<file path="src/rtl/rotate_left_32_seq.sv">
// Multi-cycle rotate-left unit. It handles one amount bit per clock, LSB first,
// so each step is a single conditional rotate by a power of two.
module rotate_left_32_seq #(
    parameter int WIDTH = 32,
    parameter int AMT_W = 5
) (
    input  logic             clk,
    input  logic             reset,
    input  logic             in_valid,
    output logic             in_ready,
    input  logic [WIDTH-1:0] a,
    input  logic [AMT_W-1:0] amt,
    output logic             out_valid,
    input  logic             out_ready,
    output logic [WIDTH-1:0] y,
    output logic             busy
);

    localparam int STEP_W = (AMT_W > 1) ? $clog2(AMT_W) : 1;
    localparam logic [STEP_W-1:0] LAST_STEP = STEP_W'(AMT_W - 1);

    typedef enum logic [1:0] {
        IDLE,
        SHIFT,
        DONE
    } state_t;

    state_t state;
    state_t state_next;

    logic [WIDTH-1:0]   data_reg;
    logic [AMT_W-1:0]   amt_reg;
    logic [STEP_W-1:0]  step;
    logic [AMT_W-1:0]   shamt;
    logic [2*WIDTH-1:0] data_dbl;
    logic [WIDTH-1:0]   data_rot;

    always_ff @(posedge clk or posedge reset) begin
        if (reset) begin
            state <= IDLE;
        end else begin
            state <= state_next;
        end
    end

    always_comb begin
        state_next = state;
        case (state)
            IDLE:    if (in_valid)          state_next = SHIFT;
            SHIFT:   if (step == LAST_STEP) state_next = DONE;
            DONE:    if (out_ready)         state_next = IDLE;
            default:                        state_next = IDLE;
        endcase
    end

    // Rotating by 2^step: shifting a doubled copy left and keeping the upper
    // half wraps the MSBs into the LSBs.
    always_comb begin
        shamt    = AMT_W'(1) << step;
        data_dbl = {data_reg, data_reg} << shamt;
        data_rot = data_dbl[2*WIDTH-1:WIDTH];
    end

    always_ff @(posedge clk or posedge reset) begin
        if (reset) begin
            data_reg <= '0;
            amt_reg  <= '0;
            step     <= '0;
        end else begin
            case (state)
                IDLE: begin
                    if (in_valid) begin
                        data_reg <= a;
                        amt_reg  <= amt;
                        step     <= '0;
                    end
                end
                SHIFT: begin
                    if (amt_reg[step]) begin
                        data_reg <= data_rot;
                    end
                    step <= step + 1'b1;
                end
                default: begin
                end
            endcase
        end
    end

    assign in_ready  = (state == IDLE);
    assign out_valid = (state == DONE);
    assign busy      = (state != IDLE);
    assign y         = data_reg;

endmodule

</file>
<file path="config.mk">
export PLATFORM = sky130hd
export DESIGN_NAME = rotate_left_32_seq
export DESIGN_NICKNAME = d
export VERILOG_FILES = /design/src/rtl/rotate_left_32_seq.sv
export SDC_FILE = /design/constraint.sdc
export NUM_CORES = 1
export LEC_CHECK = 0
export CORE_MARGIN = 1.5
export CORE_UTILIZATION = 50
export DETAILED_ROUTE_END_ITERATION = 16
export PLACE_DENSITY = 0.86
export RECOVER_POWER = 25
export SYNTH_ARGS = -nofsm -noshare
export SYNTH_HDL_FRONTEND = slang
export SYNTH_SLANG_ARGS = --single-unit
</file>
<file path="constraint.sdc">
create_clock -name clk -period 3.1 [get_ports clk]
set_input_delay 0.465 -clock clk [delete_from_list [all_inputs] [get_ports clk]]
set_output_delay 0.465 -clock clk [all_outputs]
set_load 0.01 [all_outputs]
</file>
==> run metrics <==
status=complete, no violations; Peak Freq=353.9 MHz; total gr overflow=0; syn_nets=547; most common library cells after synthesis=50 x nor2_1, 47 x a22oi_1, 42 x dfrtp_1; CTS Buf Count=5; placed cells=662; crit-path cells=inv_1 > ha_1 > and3b_1 > buf_4 > a22oi_1 > o211ai_1 > o32ai_2 > a222oi_1 > a21oi_1; WHS Endpoint=amt_reg[3]; Root Driver=clkbuf_8; Reg2Reg Depth=9; Synth top area share=24.96%; via count=4978; Worst path top cell family by delay=compound AO/OA/AOI/OAI gates; top cells by area, synth=dfrtp_1 25%, a22oi_1 8.4%, mux2i_1 5.9%; HP Class=flip-flop to flip-flop; Clock Skews=0.008530 ns; count leader, synth=nor2_1; EDFF count, synth=0; vias in the first global route=4813; Period minus WS final=2.826 ns; Final Cycle Share=~91%; post-route ant nets=0; worst r2r src=step[0]; hold path start=amt_reg[3]; fillers=just over 700; synthesized area=4212 um^2; drt via density=7.430; Setup CP Type=flip-flop to flip-flop; nets@finish=around 600; slowest stage delay, CP=0.50 ns; routed wire length per instance=approximately 27 um; Cells after Synth=approximately 500; max reg flops=32; number of post-CTS setup repair buffers=0; Area after DPL=5039 um^2; Min-Delay Path Depth=1; Starting Density=51.52%; Layout Area Growth over Synthesis=22.40%; clock transition at the registers of the reported paths=0.09 ns; Non-Filler Instances=670; Synth cell types=between 60 and 70; DIE WIDTH=94.78 um; RR Endpoint=y[3]; hold_buf cts=0; cell taking the most area after synthesis=dfrtp_1; TritonCTS clock tree=done; Max Slew Vio Count=0; max-cap viol count=0; Fin Setup TNS=0 ns; Seq cells post-synth=42; Ant. Diodes=0; DRC viols=0; Die Ht=94.78 um; top_reg_cell synth=dfrtp_1; HPWL after DPL=13230 um; Synth Area per Inst=about 8.4 um^2; worst path bufs/invs=2; CTS Buffer Depth=2; number of H-tree levels=2; CP max stage cell=ha_1; Rows=33; CTS Sinks=42; Skew-Pair Late Insertion Delay=~0.31 ns; worst reg2reg setup slack=0.27 ns; sequential area share after synthesis=24.96%; largest net degree at the start of global routing=43; drt first pass iters=7; final hold violation count=0; final WL=18400 um; PortBufs=75; full die area=8982 um^2; Resize count post-CTS=0; RePlAce Congestion=1.065; RSZ-0062 raised after global routing=false; post-route cell area=5155 um^2; crit path DAT=3.01 ns; I/O Pins=76; fraction of layout cells with a size suffix above 1=13.10%; CP startpoint=step[0]; Final Setup Violations=0; first-pass GRT wire length=28220 um; GRT Overall Usage=around 42%; yosys warns=0; Startpoint Class=flip-flop; antenna violations before repair=0; Starting DRT DRC Count=743; crit path capture type=flip-flop; core area=8175 um^2; CP Max Fanout=25; worst-margin pin slew=roughly 1.1 ns; FFs w/ async S/R, synth=between 90% and 100%; Max-slew headroom=a little under a quarter; required time of the critical path=approximately 3.3 ns
==> through the flow <==
step | utilization, % | setup WS, ns | hold WS, ns
global placement | 61.63 | 0.2517 | 0.4980
floorplan | - | 0.8337 | 0.4752
detailed placement | 61.63 | 0.2142 | 0.5107
finish | 63.05 | 0.2744 | 0.5347
global route | 63.05 | 0.1001 | 0.5508
CTS | 62.96 | 0.2105 | 0.5311
==> cells in the final DEF, fill, tap and decap left out, types with 5 or more instances in the layout <==
| master | n |
|---|---|
| clkdlybuf4s50_1 | 74 |
| nor2_1 | 50 |
| a22oi_1 | 47 |
| dfrtp_1 | 42 |
| a31oi_1 | 35 |
| nand2_1 | 33 |
| buf_4 | 26 |
| mux2i_1 | 25 |
| a21oi_1 | 25 |
| o22ai_1 | 21 |
| o21ai_0 | 13 |
| mux2_2 | 11 |
| inv_1 | 10 |
| o22a_1 | 9 |
| o221ai_1 | 8 |
| a2bb2oi_1 | 8 |
| a32o_1 | 8 |
| nor3_1 | 7 |
| and2_1 | 6 |
| nor3b_1 | 5 |
| o2bb2ai_1 | 5 |
| nand4_1 | 5 |
| clkbuf_8 | 5 |
==> layer usage <==
metal	part of all wire (%)	up-vias	GRT usage (%)
met3	12	75	9.903
met5	0	-	0
li1	-	2120	-
met2	44	401	64.17
met4	4.0	0	16.04
met1	40	2382	57.66
==> worst max-delay path by stage <==
stage	endpoint	cells past startpoint
final	y[3]	9
after global routing	y[3]	9
after CTS	y[28]	8
after detailed placement	y[28]	8
after global placement	y[4]	9
after floorplan	y[23]	11
==> layout make-up <==
class / count / area, um^2 / area share [%]
Inverter: 11 / 41.29 / 0.8010
Sequential cell: 42 / 1051 / 20.39
Timing Repair Buffer: 104 / 991.0 / 19.22
Clock inverter: 3 / 40.04 / 0.7767
Tap cell: 105 / 131.4 / 2.549
Multi-Input combinational cell: 400 / 2831 / 54.93
Clock buffer: 5 / 68.82 / 1.335
==> kinds of logic (layout without fill, tap and decap cells) <==
logic type	count (synthesis)	in the layout	synth area share [%]
AOI/OAI and AO/OA	231	231	41.09
muxes	37	37	9.418
adders and majority gates	5	5	1.485
buffers and inverters	59	123	8.230
DFF	42	42	24.96
and+or+nand+nor	127	127	14.83
Power is left out: the tool's default activity adds up to more than one toggle a clock period on the data nets, which glitch-free logic cannot reach.
